[config.mk]
export PLATFORM = sky130hd
export DESIGN_NAME = xbar_mxs
export DESIGN_NICKNAME = d
export VERILOG_FILES = /design/src/rtl/xbar_mxs.sv
export SDC_FILE = /design/constraint.sdc
export NUM_CORES = 1
export LEC_CHECK = 0
export ABC_AREA = 1
export CAP_MARGIN = 20
export CORE_AREA = 2 2 154 156
export DETAILED_ROUTE_END_ITERATION = 8
export DIE_AREA = 0 0 156 158
export SLEW_MARGIN = 0
export SYNTH_ARGS = -nofsm -noshare
export SYNTH_HDL_FRONTEND = slang
export SYNTH_SLANG_ARGS = --single-unit
[constraint.sdc]
create_clock -name clk -period 1.4 [get_ports clk]
set_input_delay 0.28 -clock clk [delete_from_list [all_inputs] [get_ports clk]]
set_output_delay 0.28 -clock clk [all_outputs]
set_load 0.01 [all_outputs]
[src/rtl/xbar_mxs.sv]
// M x S req/ack crossbar: per-slave decode, arbiter and IDLE/BUSY grant FSM; XBAR_RR_EN selects round-robin over fixed priority.
// Latency: grant 1 cycle after req, ack/rdata returned combinationally; masters hold req until ack, decode errors ack 1 cycle later.
module xbar_mxs #(
    parameter int N = 32,
    parameter int M = 2,
    parameter int S = 2
) (
    input  logic           clk,
    input  logic           rst,
    input  logic [M-1:0]   master_req,
    input  logic [M*N-1:0] master_addr,
    input  logic [M-1:0]   master_cmd,
    input  logic [M*N-1:0] master_wdata,
    output logic [M-1:0]   master_ack,
    output logic [M*N-1:0] master_rdata,
    output logic [S-1:0]   slave_req,
    output logic [S*N-1:0] slave_addr,
    output logic [S-1:0]   slave_cmd,
    output logic [S*N-1:0] slave_wdata,
    input  logic [S-1:0]   slave_ack,
    input  logic [S*N-1:0] slave_rdata,
    output logic [S*M-1:0] slave_grant
);

    localparam int SW = (S > 1) ? $clog2(S) : 1;
    localparam int MW = (M > 1) ? $clog2(M) : 1;

    typedef enum logic {IDLE = 1'b0, BUSY = 1'b1} state_t;

    state_t         state_q [S];
    state_t         state_d [S];
    logic [M-1:0]   grant_q [S];
    logic [M-1:0]   grant_d [S];
    logic [M-1:0]   err_q;
    logic [M-1:0]   err_d;

    logic [SW-1:0]  sel [M];
    logic [M-1:0]   bad;
    logic [M-1:0]   busy_m;
    logic [M-1:0]   cand [S];
    logic [M-1:0]   pick [S];
    logic [MW-1:0]  win  [S];

`ifdef XBAR_RR_EN
    logic [MW-1:0]  ptr_q [S];
    logic [MW-1:0]  ptr_d [S];
    logic [M-1:0]   hi    [S];
    logic [MW-1:0]  gidx  [S];
`endif

    always_comb begin
        bad    = '0;
        err_d  = '0;
        busy_m = '0;
        for (int m = 0; m < M; m++) begin
            sel[m]   = master_addr[m*N+N-1 -: SW];
            bad[m]   = (32'(sel[m]) >= S);
            // One pulse per bad request: the held req in the ack cycle must not re-arm.
            err_d[m] = master_req[m] & bad[m] & ~err_q[m];
        end
        for (int s = 0; s < S; s++) begin
            busy_m = busy_m | grant_q[s];
        end
    end

    always_comb begin
        for (int s = 0; s < S; s++) begin
            state_d[s] = state_q[s];
            grant_d[s] = grant_q[s];
            for (int m = 0; m < M; m++) begin
                cand[s][m] = master_req[m] & ~bad[m] & ~busy_m[m] & (32'(sel[m]) == s);
            end
`ifdef XBAR_RR_EN
            ptr_d[s] = ptr_q[s];
            gidx[s]  = '0;
            for (int m = 0; m < M; m++) begin
                hi[s][m] = cand[s][m] & (m >= int'(ptr_q[s]));
                if (grant_q[s][m]) gidx[s] = MW'(m);
            end
            // Candidates at/after the pointer take precedence; otherwise wrap to the lowest.
            pick[s] = (|hi[s]) ? hi[s] : cand[s];
`else
            pick[s] = cand[s];
`endif
            win[s] = '0;
            for (int m = M - 1; m >= 0; m--) begin
                if (pick[s][m]) win[s] = MW'(m);
            end
            case (state_q[s])
                IDLE: begin
                    if (|pick[s]) begin
                        grant_d[s]         = '0;
                        grant_d[s][win[s]] = 1'b1;
                        state_d[s]         = BUSY;
                    end
                end
                BUSY: begin
                    if (slave_ack[s]) begin
                        grant_d[s] = '0;
                        state_d[s] = IDLE;
`ifdef XBAR_RR_EN
                        ptr_d[s] = (gidx[s] == MW'(M - 1)) ? '0 : gidx[s] + 1'b1;
`endif
                    end
                end
                default: begin
                    grant_d[s] = '0;
                    state_d[s] = IDLE;
                end
            endcase
        end
    end

    always_ff @(posedge clk or negedge rst) begin
        if (!rst) begin
            err_q <= '0;
            for (int s = 0; s < S; s++) begin
                state_q[s] <= IDLE;
                grant_q[s] <= '0;
`ifdef XBAR_RR_EN
                ptr_q[s]   <= '0;
`endif
            end
        end else begin
            err_q <= err_d;
            for (int s = 0; s < S; s++) begin
                state_q[s] <= state_d[s];
                grant_q[s] <= grant_d[s];
`ifdef XBAR_RR_EN
                ptr_q[s]   <= ptr_d[s];
`endif
            end
        end
    end

    // Grants are zero in IDLE, so every mux below collapses to 0 for an idle slave.
    always_comb begin
        slave_req    = '0;
        slave_addr   = '0;
        slave_cmd    = '0;
        slave_wdata  = '0;
        slave_grant  = '0;
        master_ack   = err_q;
        master_rdata = '0;
        for (int s = 0; s < S; s++) begin
            slave_req[s]          = (state_q[s] == BUSY);
            slave_grant[s*M +: M] = grant_q[s];
            for (int m = 0; m < M; m++) begin
                if (grant_q[s][m]) begin
                    slave_addr[s*N +: N]  = slave_addr[s*N +: N] | master_addr[m*N +: N];
                    slave_cmd[s]          = slave_cmd[s] | master_cmd[m];
                    slave_wdata[s*N +: N] = slave_wdata[s*N +: N] | master_wdata[m*N +: N];
                end
                if (grant_q[s][m] & slave_ack[s]) begin
                    master_ack[m]          = 1'b1;
                    master_rdata[m*N +: N] = master_rdata[m*N +: N] | slave_rdata[s*N +: N];
                end
            end
        end
    end

endmodule

==> results by group <==
Run
  • Max-Cap Viols: 0

Worst setup path
  • CP max stage cell: dfrtp_1
  • RR Endpoint: slave_grant[1]
  • Worst R2R Setup Slack: 0 ns
  • Reg2reg start: slave_grant[2]
  • Worst Path Required: 1.12 ns
  • Crit start category: register
  • CP endpoint: slave_wdata[32]
  • Kind of critical path: register to primary output
  • Critical path fanouts, max: 7
  • CP Capture Type: primary output
  • R2R cell count: 9
  • Worst Setup SP: slave_grant[2]
  • Crit-path max cell delay: 0.39 ns
  • Crit path DAT: 1.44 ns
  • Worst path cell trace: inv_4 > bufbuf_16 > buf_4 > o22ai_4 > buf_6

Die
  • Starting density of the core: 11.2%
  • Die area: between 20000 and 25000 sq um
  • Ports: 402
  • Die X: about 160 um
  • Die Y: 158 um
  • Rows: 56
  • Core area: ~23000 sq um

Clock network
  • Worst-path clk slew: 0.03 ns
  • Clock Latency Late Sink: roughly 0.22 ns
  • CTS buffer count: 3
  • CTS tree: yes
  • Clk sinks: 6
  • Max clock buf depth: 2
  • Htree depth: 1
  • CTS Root Cell: clkbuf_16

STA
  • Setup ws final: -0.320 ns
  • Tmin final: 1.72 ns
  • Final hold vios: 0
  • Worst slew pin tran: between 0.3 and 0.4 ns
  • Max Clk Rate: 582 MHz
  • Clock skew: approximately 0.00083 ns
  • Period utilization: 123%
  • RSZ-0062 raised after global routing: yes
  • Final setup violation count: 197
  • Relative slew slack: 78.5%
  • Final slew viol count: 0
  • Min Hold Slack: approximately 0.3 ns

Layout
  • Fin cells: 1247
  • ANT cells: 0
  • Final Util: 38.6%
  • # fillers: 2342
  • Layout area overhead: 245%
  • Nets: 1159
  • Fin area: around 8900 sq um
  • Share of layout cells above drive strength 1: a little under half

Routing
  • Drt wl/cell: 18.9 um
  • 1st-pass router iterations: 4
  • Final WL: 23600 um
  • Final ANT Viol Nets: 0
  • Initial DRC count: 189
  • Vias: 5553
  • Drt drc: 0
  • Number of vias per cell: 4.45

Yosys
  • Post-Syn Instances: 472
  • Synth Net Count: 672
  • Synth Register Bits: 6
  • Synth area leaders: o22ai_1 47%, inv_1 29%, buf_6 7.9%, dfrtp_1 5.8%, buf_2 4.1%
  • Cell area after synthesis: 2570 sq um
  • Sequential share of the synthesized area: 5.83%
  • Synth warnings: 0
  • Yosys top cell area share: a little under half
  • Syn avg cell area: 5.46 sq um
  • Post-synth cell types: 13
  • Area leader, netlist: o22ai_1

Placed design
  • GP Congestion: between 0.8 and 0.9
  • Placed cell count: between 1000 and 1500
  • Placed wire-length estimate: 15300 um
  • Area after DPL: about 7100 sq um
  • Post-place setup slack: -0.897 ns
  • PortBufs: around 400

Power and ir drop
  • Leak: 4.62 nW
  • PD cells: 1430 nW/um^2
  • Worst VDD drop: 584 uV

Status
  • Outcome: complete, but fails checks
  • Failing checks: negative setup slack

GRT
  • Vias in the first global route: ~5400
  • First-pass GRT wire length: approximately 30000 um
  • Gr usage total: 15.7%
  • Global route total overflow: 0
  • Largest net degree at the start of global routing: 34
  • Antenna violations before repair: 1

Hold path
  • Worst min-delay path category: input pin to asynchronous set/reset pin
synth_stat cells:
| master | number |
|---|---|
| dfrtp_1 | 6 |
| buf_2 | 21 |
| nand3b_1 | 2 |
| o22ai_1 | 194 |
| buf_4 | 1 |
| nand3_1 | 8 |
| nand2_1 | 16 |
| inv_1 | 198 |
| nand4_1 | 2 |
| inv_2 | 2 |
| nor2_1 | 2 |
| o21ai_0 | 2 |
| buf_6 | 18 |
worst min-delay path by stage:
stage	slack (ns)	to	cells past startpoint	from
CTS	0.32	slave_grant[1]	1	rst
floorplan	-0.02	slave_grant[0]	0	rst
global route	0.34	slave_req[0]	1	rst
finish	0.31	slave_req[0]	1	rst
detailed placement	0.56	slave_grant[2]	1	rst
global placement	0.55	slave_req[1]	1	rst
what timing repair did:
action                                 CTS  global route
gates resized for setup                772           291
hold buffers                             0             0
buffers inserted                        24            29
cloned                                  15            10
pin swaps                                8            14
endpoints found under the hold margin    0             0
setup endpoints to repair              202           207
stage by stage:
stage / TNS [ns] / total power (W)
2_1_floorplan: 0 / 0.00408
3_3_place_gp: -98.99 / 0.00942
3_5_place_dp: -98.90 / 0.00940
4_1_cts: -44.70 / 0.0107
5_1_grt: -53.75 / 0.0134
6_report: -43.85 / 0.0127
layer usage:
| metal | routed length, um | global-route usage [%] | part of all wire, % |
|---|---|---|---|
| met2 | 12600 | 30.7 | 54 |
| met1 | 8340 | 16.2 | 35 |
| met4 | 791 | 5.55 | 3.4 |
| met5 | 16 | 0 | 0.068 |
| met3 | 1820 | 3.94 | 7.7 |
flip-flops by register name, summed over array words and instances, names as in the netlist:
signal and flops:
slave_grant 4, slave_req 2
cell usage in the layout, fill, tap and decap left out, types with 3 or more instances in the layout:
cell type / instances
dfrtp_1: 4
dlymetal6s2s_1: 3
nand2_4: 4
nand2_8: 3
o22ai_4: 31
nand2_2: 3
nand3_2: 6
buf_6: 71
o22ai_2: 88
buf_4: 31
clkbuf_16: 11
buf_12: 22
inv_1: 196
nand2_1: 6
clkdlybuf4s50_1: 195
buf_2: 155
buf_16: 13
o22ai_1: 75
dlygate4sd2_1: 15
worst max-delay path, delay by kind of cell (launching register included):
family	cells	cell delay (ns)
buffers and inverters	4	0.67
flip-flops	1	0.39
AO/OA/AOI/OAI	1	0.15
report_power, final:
group          switching (W)  internal [W]  leakage (nW)
clock              0.0000868      0.000366        0.0370
combinational        0.00562       0.00629          4.51
sequential          0.000109      0.000250        0.0742
total                0.00582       0.00690          4.62
final cells by class:
class                      count  area [sq um]  area share, %
sequential                     6           153           1.72
multi-input combinational    226          2460           27.7
clock buffer                   3          75.1          0.844
tap                          290           363           4.08
inverter                     200           776           8.72
timing repair buffer         522          5060           56.9
logic make-up (layout without fill, tap and decap cells):
kind of cell | after synthesis | in the layout | share of synthesized area (%)
buffers and inverters | 240 | 725 | 41.4
flip-flops | 6 | 6 | 5.83
AO/OA/AOI/OAI | 196 | 196 | 47.5
AND/OR/NAND/NOR | 30 | 30 | 5.25
Note: power is estimated with default switching activity, not from simulation.
